**config.mk**
```make
export PLATFORM = sky130hd
export DESIGN_NAME = mem_stage
export DESIGN_NICKNAME = d
export VERILOG_FILES = /design/src/rtl/mem_stage.sv
export SDC_FILE = /design/constraint.sdc
export NUM_CORES = 1
export LEC_CHECK = 0
export CORE_AREA = 2 2 203 205
export CTS_BUF_LIST = sky130_fd_sc_hd__clkbuf_4
export DETAILED_ROUTE_END_ITERATION = 16
export DIE_AREA = 0 0 205 207
export PLACE_DENSITY_LB_ADDON = 0.1
export SYNTH_ARGS = -nofsm -noshare
export SYNTH_HDL_FRONTEND = slang
export SYNTH_SLANG_ARGS = --single-unit
```
**constraint.sdc**
```tcl
create_clock -name clk -period 6.9 [get_ports clk]
set_input_delay 2.07 -clock clk [delete_from_list [all_inputs] [get_ports clk]]
set_output_delay 2.07 -clock clk [all_outputs]
set_load 0.01 [all_outputs]
```
**src/rtl/mem_stage.sv**
```systemverilog
// rtl/mem_stage.sv - memory-access pipeline stage with load extraction and exception report
module mem_stage #(
    parameter int EX_TO_MEM_WD = 167,
    parameter int MEM_TO_WB_WD = 136,
    parameter int MEM_TO_RF_WD = 104
) (
    input  logic                    clk,
    input  logic                    rst,
    input  logic                    flush,
    input  logic [5:0]              stall,
    input  logic [EX_TO_MEM_WD-1:0] ex_to_mem_bus,
    input  logic [31:0]             data_sram_rdata,
    output logic [MEM_TO_WB_WD-1:0] mem_to_wb_bus,
    output logic [MEM_TO_RF_WD-1:0] mem_to_rf_bus,
    output logic                    except_valid,
    output logic [15:0]             excepttype_o,
    output logic [31:0]             except_pc,
    output logic [31:0]             bad_vaddr
);

    logic [EX_TO_MEM_WD-1:0] bus_r;
    logic [31:0]             rdata_hold;
    logic                    hold_vld;

    // stall[3] stops the EX/MEM boundary, stall[4] stops the MEM/WB boundary
    logic stop_ex;
    logic stop_mem;
    assign stop_ex  = stall[3];
    assign stop_mem = stall[4];

    // Stage register: reset/flush clear it, a stall of EX only inserts a bubble
    always_ff @(posedge clk) begin
        if (rst) begin
            bus_r <= '0;
        end else if (flush) begin
            bus_r <= '0;
        end else if (stop_ex && !stop_mem) begin
            bus_r <= '0;
        end else if (!stop_ex) begin
            bus_r <= ex_to_mem_bus;
        end
    end

    // SRAM data is only valid for one cycle; keep the first-cycle word while MEM is held
    always_ff @(posedge clk) begin
        if (rst || flush) begin
            hold_vld   <= 1'b0;
            rdata_hold <= '0;
        end else if (!stop_ex || !stop_mem) begin
            hold_vld   <= 1'b0;
        end else if (!hold_vld) begin
            hold_vld   <= 1'b1;
            rdata_hold <= data_sram_rdata;
        end
    end

    // Field decode of the registered execute bus
    logic [15:0] excepttype;
    logic        op_lb, op_lbu, op_lh, op_lhu, op_lw;
    logic        hi_we, lo_we;
    logic [31:0] hi_data, lo_data;
    logic [31:0] pc;
    logic [3:0]  ram_sel;
    logic        sel_rf_res;
    logic        rf_we;
    logic [4:0]  rf_waddr;
    logic [31:0] ex_result;

    assign excepttype = bus_r[166:151];
    assign op_lb      = bus_r[150];
    assign op_lbu     = bus_r[149];
    assign op_lh      = bus_r[148];
    assign op_lhu     = bus_r[147];
    assign op_lw      = bus_r[146];
    assign hi_we      = bus_r[142];
    assign hi_data    = bus_r[141:110];
    assign lo_we      = bus_r[109];
    assign lo_data    = bus_r[108:77];
    assign pc         = bus_r[76:45];
    assign ram_sel    = bus_r[42:39];
    assign sel_rf_res = bus_r[38];
    assign rf_we      = bus_r[37];
    assign rf_waddr   = bus_r[36:32];
    assign ex_result  = bus_r[31:0];

    // Store opcodes, the SRAM enables and the unused stall bits do not affect this stage's outputs
    logic unused_bits;
    assign unused_bits = ^{bus_r[145:143], bus_r[44:43], stall[5], stall[2:0]};

    // Load extraction: pick byte/halfword lane from ram_sel, then extend
    logic [31:0] rd;
    logic [7:0]  byte_v;
    logic [15:0] half_v;
    logic [31:0] load_data;
    always_comb begin
        rd        = hold_vld ? rdata_hold : data_sram_rdata;
        byte_v    = 8'h00;
        half_v    = 16'h0000;
        load_data = 32'h0000_0000;
        case (ram_sel)
            4'b0001: byte_v = rd[7:0];
            4'b0010: byte_v = rd[15:8];
            4'b0100: byte_v = rd[23:16];
            4'b1000: byte_v = rd[31:24];
            default: byte_v = 8'h00;
        endcase
        if (ram_sel[2]) begin
            half_v = rd[31:16];
        end else if (ram_sel[0]) begin
            half_v = rd[15:0];
        end
        if (op_lb) begin
            load_data = {{24{byte_v[7]}}, byte_v};
        end else if (op_lbu) begin
            load_data = {24'h0, byte_v};
        end else if (op_lh) begin
            load_data = {{16{half_v[15]}}, half_v};
        end else if (op_lhu) begin
            load_data = {16'h0, half_v};
        end else if (op_lw) begin
            load_data = rd;
        end
    end

    // Exception gating suppresses every architectural write of the faulting instruction
    logic [31:0] rf_wdata;
    logic [65:0] hilo_out;
    logic        rf_we_out;
    assign except_valid = |excepttype[15:6];
    assign rf_wdata     = sel_rf_res ? load_data : ex_result;
    assign rf_we_out    = rf_we & ~except_valid;
    assign hilo_out     = {hi_we & ~except_valid, hi_data, lo_we & ~except_valid, lo_data};

    assign mem_to_wb_bus = {hilo_out, pc, rf_we_out, rf_waddr, rf_wdata};
    assign mem_to_rf_bus = {hilo_out, rf_we_out, rf_waddr, rf_wdata};
    assign excepttype_o  = excepttype;
    assign except_pc     = pc;
    assign bad_vaddr     = excepttype[9] ? pc : ex_result;

endmodule

```
Word-level counts from Yosys, hierarchy flattened:

Index checks and enable logic that the tools add are counted.
Widths: inputs -> output; s select.

* register bits after elaboration: 200
* logic and storage cells: 30
* output and inout bits: 321
* input port bits: 208

* eq/ne operators: 4
* multiplexer cells: 12
* bitwise operators: 4
* reduce and logical (&&, ||, !) cells: 7

Operators with widths (count)
* $mux 32: 8
* $mux 16: 2
* $pmux 8 s4: 1
* $reduce_or 10->1: 1
* $eq 4x1->1 const B: 1
* $eq 4x2->1 const B: 1
* $eq 4x3->1 const B: 1
* $eq 4x4->1 const B: 1
* $and 1x1->1: 3
* $reduce_or 3->1: 1
* $logic_not 1->1: 2
* $logic_or 1x1->1: 2
* $logic_and 1x1->1: 1
* $mux 1: 1
* $not 1->1: 1

Longest topological paths before layout:

Gate-level depths: netlist (run 1).

* depth in word-level cells: 8
* mapped depth: 8
* gate-level depth less buffers: 4

Least setup slack after synthesis (run 1):

Ideal clock, no wire load.

* path type: input-to-output
* from: input data_sram_rdata[15]
* to: output mem_to_wb_bus[20]
* arrival: 3405 ps
* path slack: 1425 ps
* data required time: 4830 ps
* stages on the path: 6
* cell sequence: mux2_2 o2bb2ai_1 nand4_1 buf_2 o2111ai_1 buf_4

* word-level cells in the longest chain between the ends: 7

RTL lines
* start, declared: RTL line 12 `input logic [31:0] data_sram_rdata,`
* $mux 32 *
* $mux 16: RTL line 109 `end else if (ram_sel[0]) begin`
* $mux 16: RTL line 107 `if (ram_sel[2]) begin`
* $mux 32: RTL line 116 `end else if (op_lh) begin`
* $mux 32: RTL line 114 `end else if (op_lbu) begin`
* $mux 32 *: RTL line 112 `if (op_lb) begin`
* $mux 32 *: RTL line 130 `assign rf_wdata = sel_rf_res ? load_data : ex_result;`
* end, declared: RTL line 13 `output logic [MEM_TO_WB_WD-1:0] mem_to_wb_bus,`

Every way passes the cells marked *; elsewhere a longest branch is shown, timed or not.

Final worst setup path (run 1):

* from: input data_sram_rdata[23]
* to: output mem_to_rf_bus[14]

* word-level cells in the longest chain between the ends: 4

RTL lines
* $mux 32
* $pmux 8 s4: RTL line 100 `case (ram_sel)`
* $mux 32: RTL line 112
* $mux 32: RTL line 130
* end, declared: RTL line 14 `output logic [MEM_TO_RF_WD-1:0] mem_to_rf_bus,`

Every way passes these cells.

==> results.toml, run 1 <==
[layout]
stdcell_area_um2 = 14640
nets = 1561
area_growth_pct = 39.17
final_cell_mix = "clkdlybuf4s50_1, nor2_1, mux2i_1"
final_common_cell = "clkdlybuf4s50_1"
drive_above_1_share_pct = 7.985

[synthesis]
synth_top_area_share_pct = 37.11
seq_area_frac_synth_pct = 37.11
yosysTopAreaCell = "dfxtp_1"
netlist_instances = 1121
synth.distinct_cells = 42
synth-seq-cells = 195
yosys-top-cells-area = "dfxtp_1, mux2i_1, buf_4"
yosysWarnings = 0
synth_edf_count = 0
syn_avg_cell_area_um2 = 9.385
synthArstFlopShare_pct = 0
synth_nets = 1329
synth_ff_type = "dfxtp_1"
syn_area_um2 = 10520

[die]
die-height_um = 207
io_pins = 529
die_w_um = 205
core_area_um2 = 40370
initial_core_util_pct = 26.06
rows = 74
die_area_um2 = 42440

[sta]
fmax_mhz = 151.8
worst_pin_slew_ns = 1.125
holdWs_ns = 0.5091
grt_setup_unrepaired = "no"
hold_viol = 0
max_slew_margin_pct = 24.48
fin_setup_tns_ns = 0
setup_ws_ns = 0.3106
setup_viol = 0
maxSlewViolCount = 0
finalCriticalPeriod_ns = 6.589
finalCritPeriodShare_pct = 95.50
fin_skew_ns = 0.01056

[setup_path]
critPathTopFamily = "buffers and inverters"
worstPathArrival_ns = 4.52
crit_slowest_cell = "clkdlybuf4s50_1"
worst-path-max-fanout = 7
worstPathRequired_ns = 4.83
slowest_delay_ns = 0.61
crit_buf_inv = 2
crit_path_cell_trace = "clkdlybuf4s50_1 -> mux2i_1 -> o32ai_2 -> o21ai_1 -> a31oi_1 -> clkdlybuf4s50_1"
crit_type = "primary input to primary output"
cp_common_cell = "clkdlybuf4s50_1"
worstSetupStartpointType = "primary input"
end_kind = "primary output"

[place]
post_dp_cell_area_um2 = 14350
place_congestion = 0.8484
dp_hpwl_um = 29120
io_buffers = 519
dp_slack_ns = 0.3281

[pwr]
ir_worst_vdd_mv = 0.09264
p_leak_nw = 5.503
power_density_nw_per_um2 = 159.5

[cts]
clockBufferDepth = 2
hold_buffers = 0
cts_sinks = 195
clk_latency_ns = 0.61
cts_setup_buffers = 0
root_buffer = "clkbuf_4"
cts_tree = "done"
cts_resized = 0
cts_buffers = 17
h-tree-depth = 4
cts.clk_slew.worst_paths_ns = 0.15

[detailed_routing]
drt-vias-per-instance = 4.348
drtAntennaViolNets = 0
dr.pass1.iters = 4
drc = 0
vias = 8257
routed_wl_um = 38430
drt_iter0_drc = 426
wl_per_cell_um = 20.24

[grt]
overflow = 0
antenna_found_initial = 2
track_usage_pct = 17.74
grt_max_degree = 73
grt_pass1_wl_um = 56010
grt_pass1_vias = 8316

[worst_hold_path]
hp-class = "flip-flop to flip-flop"

[run]
maxCapViolCount = 0

[outcome]
status = "finished, final reports clean"
-- final timing paths --
path                                            startpoint                     endpoint  slack (ns)  depth (start not counted)
worst min-delay path            rdata_hold[6]$_SDFFE_PP0P_   rdata_hold[6]$_SDFFE_PP0P_        0.51                          2
worst min register to register  rdata_hold[6]$_SDFFE_PP0P_   rdata_hold[6]$_SDFFE_PP0P_        0.51                          2
worst max register to register         hold_vld$_SDFF_PP0_  rdata_hold[12]$_SDFFE_PP0P_        4.94                          4
worst max-delay path                   data_sram_rdata[23]            mem_to_rf_bus[14]        0.31                          6
-- metal layers --
| layer | global-route usage (%) | vias up | routed length, um |
|---|---|---|---|
| li1 | - | 4034 | - |
| met1 | 22.96 | 3944 | 17090 |
| met2 | 29.66 | 270 | 18740 |
| met3 | 4.673 | 9 | 2277 |
| met4 | 3.448 | 0 | 329 |
| met5 | 0 | - | 0 |
-- where the power goes --
part / switching [W] / internal (W) / total, W
combinational: 0.000191 / 0.000270 / 0.000461
sequential: 0.0000347 / 0.00116 / 0.00119
clock: 0.000433 / 0.000247 / 0.000680
-- state kept, by name, indices dropped and copies added, names as in the netlist --
signal / cells
bus_r: 162
rdata_hold: 32
hold_vld: 1
-- tightest hold or removal path: stages (launching register included) --
cell,delay [ns]
dfxtp_1,0.34
nor2_1,0.09
a211oi_1,0.05
-- synth_stat cells (4+ instances only) --
| cell type | number |
|---|---|
| a221oi_1 | 7 |
| a31oi_1 | 14 |
| mux2_2 | 40 |
| o22a_1 | 8 |
| mux2i_1 | 194 |
| o2111ai_2 | 10 |
| nor2_1 | 214 |
| and2_1 | 4 |
| buf_1 | 13 |
| clkbuf_1 | 46 |
| o221ai_1 | 9 |
| o2111ai_1 | 6 |
| a211oi_1 | 25 |
| nor3_1 | 7 |
| buf_4 | 255 |
| buf_2 | 7 |
| dfxtp_1 | 195 |
| o22ai_1 | 7 |
| nand2b_1 | 26 |
| inv_1 | 4 |
-- area by class of cell --
type / instances / area [um^2]
Fill cell: 4177 / 25730
Timing Repair Buffer: 536 / 5340
Multi-Input combinational cell: 599 / 4417
Sequential cell: 195 / 3908
Tap cell: 532 / 665.6
Clock inverter: 14 / 162.7
Clock buffer: 17 / 127.6
Inverter: 4 / 15.01
Antenna cell: 2 / 5.005
-- cell families after synthesis --
group | synth area share (%)
DFF | 37.11
AOI/OAI and AO/OA | 8.207
buffers and inverters | 20.99
and+or+nand+nor | 10.87
xor gates and xnor gates | 0.08327
muxes | 22.74
-- per-stage QoR --
stage               cells  power (W)  util (%)
floorplan            1121   0.001454         -
global placement     1866   0.001681     35.54
finish               1899   0.002334     36.27
global route         1899   0.002452     36.27
detailed placement   1866   0.001683     35.54
CTS                  1897   0.002377     36.25
Power figures use the tool's default switching activity.
==> run 2, diff against run 1 <==
--- a/config.mk
+++ b/config.mk
@@ -10,6 +10,7 @@
 export DETAILED_ROUTE_END_ITERATION = 16
 export DIE_AREA = 0 0 205 207
 export PLACE_DENSITY_LB_ADDON = 0.1
+export RECOVER_POWER = 50
 export SYNTH_ARGS = -nofsm -noshare
 export SYNTH_HDL_FRONTEND = slang
 export SYNTH_SLANG_ARGS = --single-unit
==> run 2 against run 1 <==
Against the previous run:
- the flow now finishes with violations (max-capacitance violations, max-slew violations)
- flip-flop and latch count did not move
- total power shrank 0.45%
- die area unchanged
- largest cell class unchanged
- clock skew rose by 0.0026 ns
- clock power about the same
- utilization barely moved
- sequential share of layout area about the same
==> results.toml, run 2 (synthesized netlist as in run 1, its figures left out) <==
[setup_path]
worst-path-max-fanout = 7
critPathTopFamily = "buffers and inverters"
end_kind = "primary output"
rr_startpoint = "hold_vld$_SDFF_PP0_"
worstPathRequired_ns = 4.83
reg2reg_slack_ns = 4.88
crit_slowest_cell = "clkdlybuf4s50_1"
crit_type = "primary input to primary output"
crit_buf_inv = 2
rr_worst_depth = 4
timing.rr.end = "rdata_hold[12]$_SDFFE_PP0P_"
worstSetupStartpointType = "primary input"
worstPathArrival_ns = 4.51
crit_path_cell_trace = "clkdlybuf4s50_1 -> mux2i_1 -> o32ai_2 -> o21ai_1 -> a31oi_1 -> clkdlybuf4s50_1"
slowest_delay_ns = 0.61
cp_common_cell = "clkdlybuf4s50_1"

[detailed_routing]
vias = 8270
drt_iter0_drc = 420
drc = 0
routed_wl_um = 38350
drt-vias-per-instance = 4.355
wl_per_cell_um = 20.19
dr.pass1.iters = 5
drtAntennaViolNets = 0

[place]
post_dp_cell_area_um2 = 14350
dp_hpwl_um = 29120
dp_slack_ns = 0.3281
place_congestion = 0.8484
io_buffers = 519

[layout]
stdcell_area_um2 = 14620
fill_cells = 4181
largest_register_ffs = 162
top_register = "bus_r"
drive_above_1_share_pct = 7.766
nets = 1561
largest_registers = "bus_r (162), rdata_hold (32), hold_vld (1)"
area_growth_pct = 38.99
final_common_cell = "clkdlybuf4s50_1"
final_cell_mix = "clkdlybuf4s50_1, nor2_1, mux2i_1"

[worst_hold_path]
worstHoldStart = "rdata_hold[6]$_SDFFE_PP0P_"
hold_path_end = "rdata_hold[6]$_SDFFE_PP0P_"
hp-class = "flip-flop to flip-flop"
holdPathStages = 2

[cts]
cts_sinks = 195
cts_tree = "done"
clk_latency_ns = 0.61
hold_buffers = 0
cts_resized = 0
cts_setup_buffers = 0
clockBufferDepth = 2
cts.clk_slew.worst_paths_ns = 0.14
cts_buffers = 17
root_buffer = "clkbuf_4"
h-tree-depth = 4

[sta]
finalCritPeriodShare_pct = 95.41
setup_ws_ns = 0.3169
fin_setup_tns_ns = 0
grt_setup_unrepaired = "no"
fin_skew_ns = 0.01320
fmax_mhz = 151.9
worst_pin_slew_ns = 3.068
finalCriticalPeriod_ns = 6.583
hold_viol = 0
maxSlewViolCount = 209
max_slew_margin_pct = -104.6
holdWs_ns = 0.5090
setup_viol = 0

[die]
die_w_um = 205
io_pins = 529
initial_core_util_pct = 26.06
rows = 74
core_area_um2 = 40370
die_area_um2 = 42440
die-height_um = 207

[grt]
track_usage_pct = 17.74
overflow = 0
grt_pass1_wl_um = 56010
grt_max_degree = 73
grt_pass1_vias = 8316
antenna_found_initial = 2

[outcome]
status = "finished with violations"
violations = "max-capacitance violations, max-slew violations"

[pwr]
ir_worst_vdd_mv = 0.09150
power_w = 0.002324
p_leak_nw = 6.042
power_density_nw_per_um2 = 158.9

[run]
maxCapViolCount = 4
run 2: changes by cell type in the layout (fill, tap and decap cells not counted), sizes merged:
cell           before  now
buf                18   17
clkbuf             17   18
clkdlybuf4s50     518  349
dlygate4sd3         0  169
run 2: final cells by class:
class	count	area [um^2]	share of cell area [%]
flip-flops and latches	195	3908	26.72
clock inverters	14	162.7	1.112
repair buffers	536	5330	36.45
inverters	4	15.01	0.1027
well taps	532	665.6	4.552
multi-input cells	599	4408	30.15
clock buffers	17	127.6	0.8728
diodes	2	5.005	0.03423
run 2: worst max-delay path by stage:
| stage | from | end | slack [ns] | cells past startpoint |
|---|---|---|---|---|
| floorplan | data_sram_rdata[15] | mem_to_wb_bus[20] | 1.43 | 6 |
| global placement | data_sram_rdata[23] | mem_to_rf_bus[30] | 0.34 | 7 |
| detailed placement | data_sram_rdata[23] | mem_to_wb_bus[14] | 0.33 | 6 |
| CTS | data_sram_rdata[23] | mem_to_wb_bus[14] | 0.31 | 6 |
| global route | data_sram_rdata[23] | mem_to_wb_bus[14] | 0.16 | 6 |
| finish | data_sram_rdata[23] | mem_to_rf_bus[14] | 0.32 | 6 |
run 2: power breakdown:
part	switching, W	internal, W	leakage (nW)
Clock	0.000430	0.000247	0.143
Sequential	0.0000336	0.00116	1.59
Combinational	0.000190	0.000264	4.31
run 2: through the flow:
stage | util, % | instances
2_1_floorplan | - | 1121
3_5_place_dp | 35.54 | 1866
4_1_cts | 36.25 | 1897
3_3_place_gp | 35.54 | 1866
6_report | 36.22 | 1899
5_1_grt | 36.22 | 1899
run 2: layer usage:
layer | track usage, % | up-vias | wire length (um)
li1 | - | 4039 | -
met3 | 4.673 | 10 | 2299
met4 | 3.448 | 0 | 325
met5 | 0 | - | 0
met1 | 22.96 | 3944 | 16990
met2 | 29.66 | 277 | 18730
run 2: worst register-to-register path, cell delays in order (launching register included):
cell and delay, ns:
dfxtp_2 0.86, buf_4 0.36, mux2_2 0.40, mux2i_1 0.14, nor2_1 0.07
